[src/rtl/rv32_pipe_pkg.sv]
// Shared RV32 pipeline definitions: widths, ALU opcodes and operand-select encodings.
package rv32_pipe_pkg;
    localparam int DATA_W     = 32;
    localparam int ALU_SEL_W  = 4;
    localparam int REG_ADDR_W = 5;

    localparam logic [ALU_SEL_W-1:0] ALU_ADD  = 4'd0;
    localparam logic [ALU_SEL_W-1:0] ALU_AND  = 4'd1;
    localparam logic [ALU_SEL_W-1:0] ALU_OR   = 4'd2;
    localparam logic [ALU_SEL_W-1:0] ALU_XOR  = 4'd3;
    localparam logic [ALU_SEL_W-1:0] ALU_SRL  = 4'd4;
    localparam logic [ALU_SEL_W-1:0] ALU_SRA  = 4'd5;
    localparam logic [ALU_SEL_W-1:0] ALU_SLL  = 4'd6;
    localparam logic [ALU_SEL_W-1:0] ALU_SLT  = 4'd7;
    localparam logic [ALU_SEL_W-1:0] ALU_SUB  = 4'd8;
    localparam logic [ALU_SEL_W-1:0] ALU_BSEL = 4'd9;

    localparam logic OPA_RS1 = 1'b0;
    localparam logic OPA_PC  = 1'b1;
    localparam logic OPB_RS2 = 1'b0;
    localparam logic OPB_IMM = 1'b1;
endpackage

[src/rtl/fwd_mux.sv]
// Per-source operand resolver: x0 / EX / MEM / WB priority forwarding plus match flags.
// ALU_ISSUE_FORWARDING_EN enables the bypass paths; otherwise only x0 is special-cased.
module fwd_mux
    import rv32_pipe_pkg::*;
#(
    parameter int DW = DATA_W,
    parameter int AW = REG_ADDR_W
) (
    input  logic [AW-1:0] src_addr_i,
    input  logic [DW-1:0] src_data_i,
    input  logic          ex_valid_i,
    input  logic          ex_rd_we_i,
    input  logic          ex_is_load_i,
    input  logic [AW-1:0] ex_rd_addr_i,
    input  logic [DW-1:0] alu_result_i,
    input  logic [AW-1:0] mem_rd_addr_i,
    input  logic          mem_rd_we_i,
    input  logic [DW-1:0] mem_rd_data_i,
    input  logic [AW-1:0] wb_rd_addr_i,
    input  logic          wb_rd_we_i,
    input  logic [DW-1:0] wb_rd_data_i,
    output logic [DW-1:0] data_o,
    output logic          ex_match_o,
    output logic          load_match_o,
    output logic          mem_match_o,
    output logic          wb_match_o
);
    logic nz;
    logic ex_addr_eq;

    assign nz           = |src_addr_i;
    assign ex_addr_eq   = nz && ex_valid_i && (ex_rd_addr_i == src_addr_i);
    assign ex_match_o   = ex_addr_eq && ex_rd_we_i;
    assign load_match_o = ex_addr_eq && ex_is_load_i;
    assign mem_match_o  = nz && mem_rd_we_i && (mem_rd_addr_i == src_addr_i);
    assign wb_match_o   = nz && wb_rd_we_i && (wb_rd_addr_i == src_addr_i);

`ifdef ALU_ISSUE_FORWARDING_EN
    always_comb begin
        data_o = src_data_i;
        if (!nz)                             data_o = '0;
        else if (ex_match_o && !ex_is_load_i) data_o = alu_result_i;
        else if (mem_match_o)                data_o = mem_rd_data_i;
        else if (wb_match_o)                 data_o = wb_rd_data_i;
    end
`else
    logic unused_fwd;
    assign unused_fwd = ^{alu_result_i, mem_rd_data_i, wb_rd_data_i};
    assign data_o     = nz ? src_data_i : '0;
`endif
endmodule

[src/rtl/alu_issue_stage.sv]
// ID->EX pipeline register with operand forwarding and hazard stall, feeding the RV32 ALU.
// ALU_ISSUE_FORWARDING_EN: bypass from EX/MEM/WB; undefined: stall on any pending writer.
module alu_issue_stage
    import rv32_pipe_pkg::*;
#(
    parameter int DATA_W     = rv32_pipe_pkg::DATA_W,
    parameter int ALU_SEL_W  = rv32_pipe_pkg::ALU_SEL_W,
    parameter int REG_ADDR_W = rv32_pipe_pkg::REG_ADDR_W
) (
    input  logic                  clk,
    input  logic                  rst_n,
    input  logic                  id_valid,
    output logic                  id_ready,
    input  logic [DATA_W-1:0]     id_pc,
    input  logic [REG_ADDR_W-1:0] id_rs1_addr,
    input  logic [REG_ADDR_W-1:0] id_rs2_addr,
    input  logic [REG_ADDR_W-1:0] id_rd_addr,
    input  logic [DATA_W-1:0]     id_rs1_data,
    input  logic [DATA_W-1:0]     id_rs2_data,
    input  logic [DATA_W-1:0]     id_imm,
    input  logic                  id_a_sel,
    input  logic                  id_b_sel,
    input  logic [ALU_SEL_W-1:0]  id_alu_sel,
    input  logic                  id_rd_we,
    input  logic                  id_is_load,
    input  logic [DATA_W-1:0]     alu_result,
    input  logic [REG_ADDR_W-1:0] mem_rd_addr,
    input  logic                  mem_rd_we,
    input  logic [DATA_W-1:0]     mem_rd_data,
    input  logic [REG_ADDR_W-1:0] wb_rd_addr,
    input  logic                  wb_rd_we,
    input  logic [DATA_W-1:0]     wb_rd_data,
    input  logic                  flush,
    input  logic                  ex_ready,
    output logic                  ex_valid,
    output logic [DATA_W-1:0]     ex_inp_a,
    output logic [DATA_W-1:0]     ex_inp_b,
    output logic [ALU_SEL_W-1:0]  ex_alu_sel,
    output logic [REG_ADDR_W-1:0] ex_rd_addr,
    output logic                  ex_rd_we,
    output logic                  ex_is_load,
    output logic [DATA_W-1:0]     ex_store_data,
    output logic                  hazard_stall
);
    logic                  valid_q,   valid_d;
    logic [DATA_W-1:0]     a_q,       a_d;
    logic [DATA_W-1:0]     b_q,       b_d;
    logic [ALU_SEL_W-1:0]  sel_q,     sel_d;
    logic [REG_ADDR_W-1:0] rd_q,      rd_d;
    logic                  rd_we_q,   rd_we_d;
    logic                  is_load_q, is_load_d;
    logic [DATA_W-1:0]     store_q,   store_d;

    logic [1:0][DATA_W-1:0]     src_data;
    logic [1:0][DATA_W-1:0]     res_data;
    logic [1:0][REG_ADDR_W-1:0] src_addr;
    logic [1:0] ex_m, ld_m, mem_m, wb_m, used;
    logic       ex_advance, accept;

    assign src_addr = {id_rs2_addr, id_rs1_addr};
    assign src_data = {id_rs2_data, id_rs1_data};
    // Stores and branches compare rs2 even when operand B is the immediate.
    assign used[0]  = (id_a_sel == OPA_RS1);
    assign used[1]  = (id_b_sel == OPB_RS2) || !id_rd_we;

    for (genvar s = 0; s < 2; s++) begin : g_src
        fwd_mux #(.DW(DATA_W), .AW(REG_ADDR_W)) u_fwd (
            .src_addr_i   (src_addr[s]),
            .src_data_i   (src_data[s]),
            .ex_valid_i   (valid_q),
            .ex_rd_we_i   (rd_we_q),
            .ex_is_load_i (is_load_q),
            .ex_rd_addr_i (rd_q),
            .alu_result_i (alu_result),
            .mem_rd_addr_i(mem_rd_addr),
            .mem_rd_we_i  (mem_rd_we),
            .mem_rd_data_i(mem_rd_data),
            .wb_rd_addr_i (wb_rd_addr),
            .wb_rd_we_i   (wb_rd_we),
            .wb_rd_data_i (wb_rd_data),
            .data_o       (res_data[s]),
            .ex_match_o   (ex_m[s]),
            .load_match_o (ld_m[s]),
            .mem_match_o  (mem_m[s]),
            .wb_match_o   (wb_m[s])
        );
    end

`ifdef ALU_ISSUE_FORWARDING_EN
    logic unused_match;
    assign unused_match = ^{ex_m, mem_m, wb_m};
    assign hazard_stall = id_valid && |(used & ld_m);
`else
    logic unused_match;
    assign unused_match = ^ld_m;
    assign hazard_stall = id_valid && |(used & (ex_m | mem_m | wb_m));
`endif

    assign ex_advance = !valid_q || ex_ready;
    assign id_ready   = ex_advance && !hazard_stall;
    assign accept     = ex_advance && id_valid && !hazard_stall && !flush;

    always_comb begin
        valid_d   = valid_q;
        a_d       = a_q;
        b_d       = b_q;
        sel_d     = sel_q;
        rd_d      = rd_q;
        rd_we_d   = rd_we_q;
        is_load_d = is_load_q;
        store_d   = store_q;
        if (flush)           valid_d = 1'b0;
        else if (ex_advance) valid_d = accept;
        if (accept) begin
            a_d       = (id_a_sel == OPA_PC)  ? id_pc  : res_data[0];
            b_d       = (id_b_sel == OPB_IMM) ? id_imm : res_data[1];
            sel_d     = id_alu_sel;
            rd_d      = id_rd_addr;
            rd_we_d   = id_rd_we;
            is_load_d = id_is_load;
            store_d   = res_data[1];
        end
    end

    always_ff @(posedge clk or negedge rst_n) begin
        if (!rst_n) begin
            valid_q   <= 1'b0;
            a_q       <= '0;
            b_q       <= '0;
            sel_q     <= '0;
            rd_q      <= '0;
            rd_we_q   <= 1'b0;
            is_load_q <= 1'b0;
            store_q   <= '0;
        end else begin
            valid_q   <= valid_d;
            a_q       <= a_d;
            b_q       <= b_d;
            sel_q     <= sel_d;
            rd_q      <= rd_d;
            rd_we_q   <= rd_we_d;
            is_load_q <= is_load_d;
            store_q   <= store_d;
        end
    end

    assign ex_valid      = valid_q;
    assign ex_inp_a      = a_q;
    assign ex_inp_b      = b_q;
    assign ex_alu_sel    = sel_q;
    assign ex_rd_addr    = rd_q;
    assign ex_rd_we      = valid_q && rd_we_q;
    assign ex_is_load    = is_load_q;
    assign ex_store_data = store_q;
endmodule

[config.mk]
export PLATFORM = sky130hd
export DESIGN_NAME = alu_issue_stage
export DESIGN_NICKNAME = d
export VERILOG_FILES = /design/src/rtl/rv32_pipe_pkg.sv /design/src/rtl/fwd_mux.sv /design/src/rtl/alu_issue_stage.sv
export SDC_FILE = /design/constraint.sdc
export NUM_CORES = 1
export LEC_CHECK = 0
export BUFFER_PORTS_ARGS = -buffer_cell sky130_fd_sc_hd__buf_2
export CAP_MARGIN = 15
export CORE_AREA = 2 2 145 147
export CTS_BUF_LIST = sky130_fd_sc_hd__clkbuf_4
export DETAILED_ROUTE_END_ITERATION = 8
export DIE_AREA = 0 0 147 149
export GPL_TIMING_DRIVEN = 1
export MAX_ROUTING_LAYER = met4
export PLACE_DENSITY_LB_ADDON = 0.12
export REMOVE_ABC_BUFFERS = 1
export SYNTH_ARGS = -nofsm -noshare
export SYNTH_HDL_FRONTEND = slang
export SYNTH_SLANG_ARGS = --single-unit
[constraint.sdc]
create_clock -name clk -period 2.2 [get_ports clk]
set_clock_uncertainty 0.05 [all_clocks]
set_input_delay 0.11 -clock clk [delete_from_list [all_inputs] [get_ports clk]]
set_output_delay 0.11 -clock clk [all_outputs]
set_load 0.05 [all_outputs]
=== Word level (Yosys, flattened, before mapping) ===
Cells that the tools add are included.
Widths: inputs -> output; s select.

* Muxes and demuxes: 6
* Reductions and logical operators: 30
* Bitwise logic cells: 5
* Equality and inequality tests: 6

{| class="wikitable"
|+ Operators with widths
! kind !! number
|-
| $mux 32 || 4
|-
| $eq 5x5->1 || 6
|-
| $logic_and 1x1->1 || 20
|-
| $reduce_or 5->1 || 2
|-
| $logic_not 1->1 || 4
|-
| $or 2x2->2 || 2
|-
| $and 2x2->2 || 1
|-
| $logic_or 1x1->1 || 2
|-
| $mux 1 || 2
|-
| $not 1->1 || 2
|-
| $reduce_bool 2->1 || 1
|-
| $reduce_or 2->1 || 1
|}

* Register bits after elaboration: 108
* Bits of input ports: 264
* Output and inout bits: 110
* Word-level logic and storage cells: 55

=== Depth between registers and ports, before layout ===
Gate-level depths: netlist (run 1).

* Depth in word-level cells: 14
* Gate-level depth with buffers: 9
* Depth with buffers taken out: 6

=== Hierarchy ===
A second synthesis (run 1) with hierarchy kept.

* Cells, all modules: 510
* Area, all modules: 5,619.1 um^2

{| class="wikitable"
|+ By module, submodules not included
! module !! area an instance (um^2) !! sequential area each (um^2) !! instances !! cells an instance
|-
| alu_issue_stage || 4,748.3 || 2,702.6 || 1 || 388
|-
| fwd_mux || 435.4 || 0.0 || 2 || 61
|}

=== Worst setup path after synthesis (run 1) ===
Ideal clock, no wire load.

* Kind: flip-flop to output port
* From: reg rd_q[3] (netlist: ex_rd_addr[3])
* To: out id_ready
* Data required time: 2.040 ns
* Data arrival time: 2.433 ns
* Slack: -0.393 ns
* Stages on the path, launching flop included: 7
* Path buffers: 0
* Cell sequence: dfrtp_1 -> xnor2_1 -> nand4_1 -> nor3_1 -> o311ai_2 -> or2b_1 -> nor2b_1

* Longest elaborated chain between the ends: 10
* Elaborated cells on any way between the ends: 13
* Classes of those cells: 2 x eq/ne; 3 x bitwise; 8 x reduce/logical

{| class="wikitable"
|+ Ends and longest elaborated chain
! item !! RTL line !! source
|-
| from (decl) || alu_issue_stage.sv:49 || <nowiki>logic [REG_ADDR_W-1:0] rd_q, rd_d;</nowiki>
|-
| from (signal assigned) || alu_issue_stage.sv:140 || <nowiki>rd_q <= rd_d;</nowiki>
|-
| $eq 5x5->1 || fwd_mux.sv:32 || <nowiki>assign ex_addr_eq = nz && ex_valid_i && (ex_rd_addr_i == src_addr_i);</nowiki>
|-
| $logic_and 1x1->1 || fwd_mux.sv:32 ||
|-
| $logic_and 1x1->1 || fwd_mux.sv:33 || <nowiki>assign ex_match_o = ex_addr_eq && ex_rd_we_i;</nowiki>
|-
| $or 2x2->2 (*) (2 in series) || alu_issue_stage.sv:96 || <nowiki>assign hazard_stall = id_valid && |(used & (ex_m | mem_m | wb_m));</nowiki>
|-
| $and 2x2->2 (*) || alu_issue_stage.sv:96 ||
|-
| $reduce_or 2->1 (*) || alu_issue_stage.sv:96 ||
|-
| $logic_and 1x1->1 (*) || alu_issue_stage.sv:96 ||
|-
| named net hazard_stall || alu_issue_stage.sv:43 || <nowiki>output logic hazard_stall</nowiki>
|-
| $logic_not 1->1 (*) || alu_issue_stage.sv:100 || <nowiki>assign id_ready = ex_advance && !hazard_stall;</nowiki>
|-
| $logic_and 1x1->1 (*) || alu_issue_stage.sv:100 ||
|-
| to (decl) || alu_issue_stage.sv:13 || <nowiki>output logic id_ready,</nowiki>
|}

Mark *: on every way through the listed nets, which the timed path passes. The rest lies on a longest branch.

=== Final worst setup path (run 1) ===
* From: reg rd_q[0] (netlist: ex_rd_addr[0])
* To: reg a_q[14] (netlist: ex_inp_a[14])

* Longest elaborated chain between the ends: 11
* Elaborated cells on any way between the ends: 14
* Classes of those cells: 2 x eq/ne; 3 x bitwise; 9 x reduce/logical

{| class="wikitable"
|+ Ends and longest elaborated chain
! item !! RTL line !! source
|-
| $eq 5x5->1 || fwd_mux.sv:32 ||
|-
| $logic_and 1x1->1 || fwd_mux.sv:32 ||
|-
| $logic_and 1x1->1 || fwd_mux.sv:33 ||
|-
| $or 2x2->2 (*) (2 in series) || alu_issue_stage.sv:96 ||
|-
| $and 2x2->2 (*) || alu_issue_stage.sv:96 ||
|-
| $reduce_or 2->1 (*) || alu_issue_stage.sv:96 ||
|-
| $logic_and 1x1->1 (*) || alu_issue_stage.sv:96 ||
|-
| $logic_not 1->1 (*) || alu_issue_stage.sv:101 || <nowiki>assign accept = ex_advance && id_valid && !hazard_stall && !flush;</nowiki>
|-
| $logic_and 1x1->1 (*) (2 in series) || alu_issue_stage.sv:101 ||
|-
| to (signal assigned) || alu_issue_stage.sv:128 || <nowiki>a_q <= '0;</nowiki>
|-
| to (signal assigned) || alu_issue_stage.sv:137 || <nowiki>a_q <= a_d;</nowiki>
|-
| to (decl) || alu_issue_stage.sv:46 || <nowiki>logic [DATA_W-1:0] a_q, a_d;</nowiki>
|}

Every way passes the cells marked *; elsewhere a longest branch is shown, timed or not.
A chain may end at the register's enable or synchronous reset.

==> results by group, run 1 <==
Status
  • Status: complete, but fails checks
  • Failing checks: setup timing

CTS
  • Clock Tree Root: clkbuf_4
  • CTS Buf Count: 9
  • Bufs on Longest Clock Path: 2
  • Clock latency on the worst-skew pair: roughly 0.48 ns
  • H-tree depth: 3
  • Clock sinks: 108
  • Clock-pin slew on the worst setup and hold paths: ~0.2 ns
  • CTS tree: done

Global route
  • Largest net degree at the start of global routing: 65
  • First-pass GRT wire length: 27,200 um
  • Total congestion overflow: 0
  • Vias in the first global route: between 5,000 and 6,000
  • Gr usage total: 16.2%
  • Initial antenna violation count: 1

STA
  • PnR worst setup slack: -0.159 ns
  • Fin crit share: 107%
  • Worst-Margin Slew: 0.639 ns
  • Fin Hold WS: 0.0809 ns
  • Max_slew headroom: 57.4%
  • Final hold vios: 0
  • Setup violations, final: 63
  • Final min period: 2.36 ns
  • Final Max Tran Viols: 0
  • RSZ-0062 raised after global routing: true
  • Fmax achieved: 424 MHz

Detailed routing
  • Wire length per cell: 14.8 um
  • Starting DRT DRC Count: 119
  • Routed Antenna Nets: 0
  • Vias: about 5,200
  • Routed wire length: around 18,000 um
  • Vias per cell: 4.35
  • Iteration count of the initial detailed-routing pass: 4
  • DR DRC count: 0

Worst setup path
  • Crit path kind: reg2reg
  • CP bufs+invs: 5
  • Crit path max fanout: 6
  • Arr. time, crit path: about 2.7 ns
  • Worst r2r path cells: 11
  • CP max stage delay: 0.45 ns
  • CP Data Required Time: 2.51 ns
  • Critical Path Start Type: flop
  • Reg-to-Reg End: ex_inp_a[14]
  • Worst reg2reg setup slack: -0.16 ns
  • Cell mode on critical path: buf_6
  • Worst path slowest cell: dfrtp_1
  • Critical path launch point: ex_rd_addr[0]
  • CP Cell Sequence: xor2_1 > nor4_2 > nand3_1 > a31oi_1 > buf_4 > buf_6 > nor3b_4 > buf_6 > buf_12 > clkbuf_16 > mux2_2
  • Setup crit end: ex_inp_a[14]
  • Top delay family on crit path: buffers and inverters
  • Worst Setup End Kind: flop
  • Reg-to-reg startpoint: ex_rd_addr[0]
  • CP Depth: 11

Logic synthesis
  • Ranking of synthesized cells by area: dfrtp_1 (50%), mux2_2 (16%), mux2i_1 (6.0%)
  • Mean Syn Cell Area: 11.5 um2
  • Synthesized cell area: roughly 0.0054 mm2
  • Synth warn: 0
  • Synth area leader: dfrtp_1
  • Yosys reg bits: 108
  • Cells after Synth: 465
  • Yosys cell types: 26
  • Post-synthesis sequential area ratio: 50.5%
  • Post-synth top area share: roughly 50%

Floorplan
  • Die Span X: 147 um
  • DIE AREA: between 0.02 and 0.025 mm2
  • Core area: 0.0206 mm2
  • Top-Level Pins: around 370
  • Die Ht: approximately 150 um
  • Num rows: 53
  • Initial Util: 26.0%

Power
  • Max VDD drop: 0.000327 V
  • Pwr/cell area: 758 mW/mm2
  • P_leak: roughly 4.5 nW

Layout
  • Most common cell after layout, fill and taps aside: buf_2
  • Area growth syn-to-layout: 67.6%
  • Fraction of layout cells with a size suffix above 1: 45.2%
  • Nets: 1,172
  • Layout Utilization: 43.6%
  • Most frequent cells in the layout: buf_2 (274), dlygate4sd3_1 (143), dfrtp_1 (108)

Place
  • RD Place Congestion: slightly below 0.8
  • DP HPWL: 11,700 um
  • # port buffers: 277

Flow run
  • Max cap viols: 0

Worst hold path
  • Hold crit path type: in2async
-- power breakdown --
group          switching (mW)  total [mW]  internal, mW
sequential              0.210        2.59          2.38
clock                   0.759        1.01         0.250
combinational            2.12        3.20          1.07
-- per-layer routing --
layer	part of all wire [%]	track usage [%]	up-vias
met2	50	28.2	147
met4	2.1	6.15	0
li1	-	-	2485
met1	44	19.0	2516
met5	0	-	-
met3	4.1	2.48	23
-- flip-flops by register name, indices dropped and copies added, names as in the netlist --
name / cells
ex_valid: 1
ex_alu_sel: 4
ex_is_load: 1
ex_store_data: 32
ex_rd_addr: 5
ex_inp_a: 32
ex_inp_b: 32
rd_we_q: 1
-- worst register-to-register path, stage by stage, from the launching register on --
cell and delay (ns):
dfrtp_1 0.45, xor2_1 0.16, nor4_2 0.32, nand3_1 0.11
a31oi_1 0.15, buf_4 0.14, buf_6 0.09, nor3b_4 0.04
buf_6 0.13, buf_12 0.14, clkbuf_16 0.17, mux2_2 0.27
-- synth_stat cells --
| master | n |
|---|---|
| dfrtp_1 | 108 |
| mux2_2 | 75 |
| nand2_1 | 67 |
| inv_1 | 33 |
| a22o_1 | 32 |
| mux2i_1 | 32 |
| o21ai_0 | 32 |
| xor2_1 | 21 |
| clkbuf_1 | 17 |
| xnor2_1 | 9 |
| buf_6 | 8 |
| nor4_1 | 5 |
| buf_12 | 4 |
| nand3_1 | 4 |
| nor3_1 | 3 |
| a21oi_1 | 2 |
| and3_1 | 2 |
| nand3b_1 | 2 |
| nor2_1 | 2 |
| a31oi_1 | 1 |
| nand2b_1 | 1 |
| nand4_1 | 1 |
| nor2b_1 | 1 |
| nor3b_2 | 1 |
| o311ai_2 | 1 |
| or2b_1 | 1 |
-- cells by family after synthesis --
| family | Yosys count | share of synthesized area (%) |
|---|---|---|
| flip-flops | 108 | 50.5 |
| AO/OA/AOI/OAI | 68 | 8.84 |
| AND/OR/NAND/NOR | 90 | 7.32 |
| multiplexers | 107 | 21.8 |
| XOR/XNOR | 30 | 4.91 |
| buffers and inverters | 62 | 6.69 |
-- final cells by class --
| type | instances | area, um2 |
|---|---|---|
| Timing Repair Buffer | 461 | 3360 |
| Inverter | 33 | 124 |
| Fill cell | 2025 | 11600 |
| Antenna cell | 1 | 2.50 |
| Multi-Input combinational cell | 295 | 2320 |
| Clock inverter | 7 | 56.3 |
| Sequential cell | 108 | 2700 |
| Tap cell | 275 | 344 |
| Clock buffer | 9 | 67.6 |
-- metrics by stage --
step,power [mW],instances,instance area [um2],setup TNS (ns),setup slack (ns)
3_3_place_gp,5.50,1016,7110,-8.96,-0.133
2_1_floorplan,4.65,436,5120,-475.49,-4.50
4_1_cts,6.83,1183,8850,-9.26,-0.179
3_5_place_dp,5.54,1016,7110,-9.20,-0.146
6_report,6.79,1189,8970,-5.79,-0.159
5_1_grt,7.14,1189,8970,-15.39,-0.262
-- worst min-delay path by stage --
stage          start                 to  cells past startpoint
6_report       rst_n       ex_inp_b[13]                      2
5_1_grt        rst_n        ex_inp_b[9]                      2
4_1_cts        rst_n       ex_inp_b[13]                      2
3_5_place_dp   rst_n  ex_store_data[13]                      1
3_3_place_gp   rst_n       ex_inp_b[13]                      1
2_1_floorplan  rst_n      ex_alu_sel[0]                      0
-- what timing repair did --
item	in CTS	in global routing
endpoints found under the setup margin	78	103
pin swaps	6	1
gates resized for setup	9	14
endpoints found under the hold margin	189	0
buffers inserted	5	5
cloned	3	4
hold buffers	143	0
Power figures use the tool's default switching activity.
==> inputs of run 2 (changes only) <==
Settings changed: PLACE_DENSITY from default to 0.58, PLACE_DENSITY_LB_ADDON 0.12 to default, REMOVE_ABC_BUFFERS 1 to default.
==> run 2 against run 1 <==
  * The run still ends with setup timing left
  * Sequential power about the same
  * Via count increased by 0.54%
  * Count of clock-buffer cells in the layout unchanged
  * Non-clock buffer count increased by 13
  * First-iteration DRC count increased by 29%
  * Power increased by 3.0%
  * Maximum frequency decreased by 1.8%
  * Sequential share of layout area decreased by 1.1 points
  * Die area unchanged
  * Final area increased by 4.1%
  * Critical endpoint is now ex_alu_sel[3]
  * Largest cell class unchanged
==> results by group, run 2 (same netlist as run 1, synthesis figures left out) <==
Power
  • Pwr/cell area: 749 mW/mm2 (was 758 mW/mm2)
  • Switching Share: 44.3% (was 45.5%)
  • Seq pwr share: 37.0% (was 38.1%)
  • Max VDD drop: 0.000391 V (was 0.000327 V)
  • Net Switching: 3.10 mW (was 3.09 mW)
  • Cell Int Power: 3.90 mW (was 3.70 mW)
  • Clock power share: 16.3% (was 14.8%)
  • P_leak: 4.63 nW (was 4.49 nW)
  • Gate power share: 46.7% (was 47.1%)

Floorplan
  • DIE AREA: 0.0219 mm2 (unchanged)
  • Die Span X: 147 um (unchanged)
  • Die Ht: 149 um (unchanged)
  • Core area: 0.0206 mm2 (unchanged)
  • Initial Util: 26.0% (unchanged)
  • Num rows: 53 (unchanged)
  • Top-Level Pins: 374 (unchanged)

Detailed routing
  • Vias per cell: 4.33 (was 4.35)
  • Starting DRT DRC Count: 154 (was 119)
  • Routed wire length: 17,400 um (was 17,600 um)
  • Iteration count of the initial detailed-routing pass: 4 (unchanged)
  • Wire length per cell: 14.5 um (was 14.8 um)
  • DR DRC count: 0 (unchanged)
  • Routed Antenna Nets: 0 (unchanged)
  • Vias: 5,199 (was 5,171)

Global route
  • First-pass GRT wire length: 27,800 um (was 27,200 um)
  • Vias in the first global route: 5,467 (was 5,438)
  • Largest net degree at the start of global routing: 67 (was 65)
  • Total congestion overflow: 0 (unchanged)
  • Gr usage total: 16.4% (was 16.2%)
  • Initial antenna violation count: 1 (unchanged)

Worst setup path
  • CP Cell Sequence: xor2_1 > nor4_1 > nand3_1 > a31oi_1 > buf_4 > nor3b_4 > buf_12 > buf_12 > buf_12 > buf_16 > mux2_2 (was xor2_1 > nor4_2 > nand3_1 > a31oi_1 > buf_4 > buf_6 > nor3b_4 > buf_6 > buf_12 > clkbuf_16 > mux2_2)
  • Worst path slowest cell: dfrtp_2 (was dfrtp_1)
  • Cell mode on critical path: buf_12 (was buf_6)
  • CP Data Required Time: 2.54 ns (was 2.51 ns)
  • CP max stage delay: 0.47 ns (was 0.45 ns)
  • Arr. time, crit path: 2.74 ns (was 2.67 ns)
  • Crit path kind: reg2reg (unchanged)
  • Critical Path Start Type: flop (unchanged)
  • Crit path max fanout: 6 (unchanged)
  • Worst Setup End Kind: flop (unchanged)

STA
  • Worst-Margin Slew: 0.619 ns (was 0.639 ns)
  • Final hold vios: 0 (unchanged)
  • Setup violations, final: 96 (was 63)
  • RSZ-0062 raised after global routing: true (unchanged)
  • Fmax achieved: 416 MHz (was 424 MHz)
  • PnR worst setup slack: -0.203 ns (was -0.159 ns)
  • Fin crit share: 109% (was 107%)
  • Max_slew headroom: 58.8% (was 57.4%)
  • Fin Hold WS: 0.110 ns (was 0.0809 ns)
  • Final Max Tran Viols: 0 (unchanged)
  • Final min period: 2.40 ns (was 2.36 ns)

Place
  • Setup WS pre-CTS: -0.0436 ns (was -0.146 ns)
  • # port buffers: 277 (unchanged)
  • RD Place Congestion: 0.822 (was 0.793)
  • DP HPWL: 10,500 um (was 11,700 um)

Layout
  • Most frequent cells in the layout: buf_2 (274), dlygate4sd3_1 (143), dfrtp_1 (103) (was buf_2 (274), dlygate4sd3_1 (143), dfrtp_1 (108))
  • Fraction of layout cells with a size suffix above 1: 46.9% (was 45.2%)
  • Area growth syn-to-layout: 74.4% (was 67.6%)
  • Layout Utilization: 45.4% (was 43.6%)
  • Most common cell after layout, fill and taps aside: buf_2 (unchanged)
  • Nets: 1,185 (was 1,172)
  • Filler instances: 1,861 (was 2,025)

CTS
  • Clock Tree Root: clkbuf_4 (unchanged)
  • Bufs on Longest Clock Path: 2 (unchanged)
  • Clock-pin slew on the worst setup and hold paths: 0.19 ns (was 0.20 ns)
  • H-tree depth: 3 (unchanged)
  • Clock latency on the worst-skew pair: 0.48 ns (about the same)
  • Clock sinks: 108 (unchanged)
  • CTS tree: done (unchanged)
  • CTS Buf Count: 9 (unchanged)

Worst hold path
  • Hold crit path type: in2async (unchanged)

Logic synthesis
  • Post-synth net total: 729

Flow run
  • Max cap viols: 0 (unchanged)

Status
  • Status: complete, but fails checks (unchanged)
  • Failing checks: setup timing (unchanged)
## run 2: cell count changes in the layout (fill, tap and decap cells not counted), moves of 2 or more
| cell | before | now |
|---|---|---|
| clkbuf_16 | 4 | 1 |
| buf_8 | 1 | 3 |
| dfrtp_1 | 108 | 103 |
| buf_6 | 4 | 10 |
| buf_12 | 4 | 10 |
| buf_16 | 4 | 12 |
| dfrtp_2 | 0 | 5 |
| buf_4 | 27 | 21 |
## run 2: power by group through the flow
stage          Sequential (mW)  Combinational [mW]  Clock, mW
6_report                  2.59                3.27       1.14
5_1_grt                   2.65                3.44       1.28
4_1_cts                   2.59                3.27       1.21
3_5_place_dp              2.62                2.90          0
3_3_place_gp              2.61                2.88          0
2_1_floorplan             4.03               0.654          0
## run 2: worst paths after layout
check	cells after the start	from	end	slack, ns
setup / recovery	11	ex_rd_addr[0]	ex_alu_sel[3]	-0.20
hold / removal	3	rst_n	ex_inp_b[28]	0.11
setup reg to reg	11	ex_rd_addr[0]	ex_alu_sel[3]	-0.20
hold reg to reg	1	ex_inp_a[6]	ex_inp_a[6]	0.47
max in group asynchronous	3	rst_n	ex_inp_a[0]	1.45
min in group clk	6	id_a_sel	ex_valid	0.16
## run 2: layout make-up
type	count	area [um2]	share of cell area, %
clock buffers	9	67.6	0.724
clock inverters	7	91.3	0.978
well taps	275	344	3.69
multi-input cells	295	2320	24.8
inverters	33	128	1.37
flip-flops and latches	108	2710	29.0
repair buffers	474	3670	39.4
diodes	1	2.50	0.0268
## run 2: metrics by stage
step | area [um2] | TNS (ns) | std cells | power, mW
4_1_cts | 9300 | -10.87 | 1199 | 7.07
2_1_floorplan | 5370 | 0 | 465 | 4.69
3_3_place_gp | 7160 | -0.893 | 1015 | 5.49
6_report | 9340 | -11.17 | 1202 | 7.00
3_5_place_dp | 7160 | -1.97 | 1015 | 5.52
5_1_grt | 9340 | -26.46 | 1202 | 7.36
## run 2: worst max-delay path, delay by kind of cell (launching register included)
kind | cells | cell delay [ns]
compound gates | 1 | 0.18
buf+inv | 5 | 0.69
mux | 1 | 0.27
xor+xnor | 1 | 0.16
flops | 1 | 0.47
simple gates | 3 | 0.49
## run 2: routing by layer
layer	part of all wire [%]	vias to the layer above	track usage, %
met1	42	2495	18.9
li1	-	2514	-
met2	51	177	29.2
met3	4.9	13	3.36
met4	1.4	0	4.57
met5	0	-	-
## run 2: what timing repair did
action,in CTS,in global routing
setup endpoints to repair,75,109
endpoints found under the hold margin,216,0
pin swaps,3,0
hold buffers,143,0
setup buffers,15,1
gates cloned,10,1
gates resized for setup,33,2
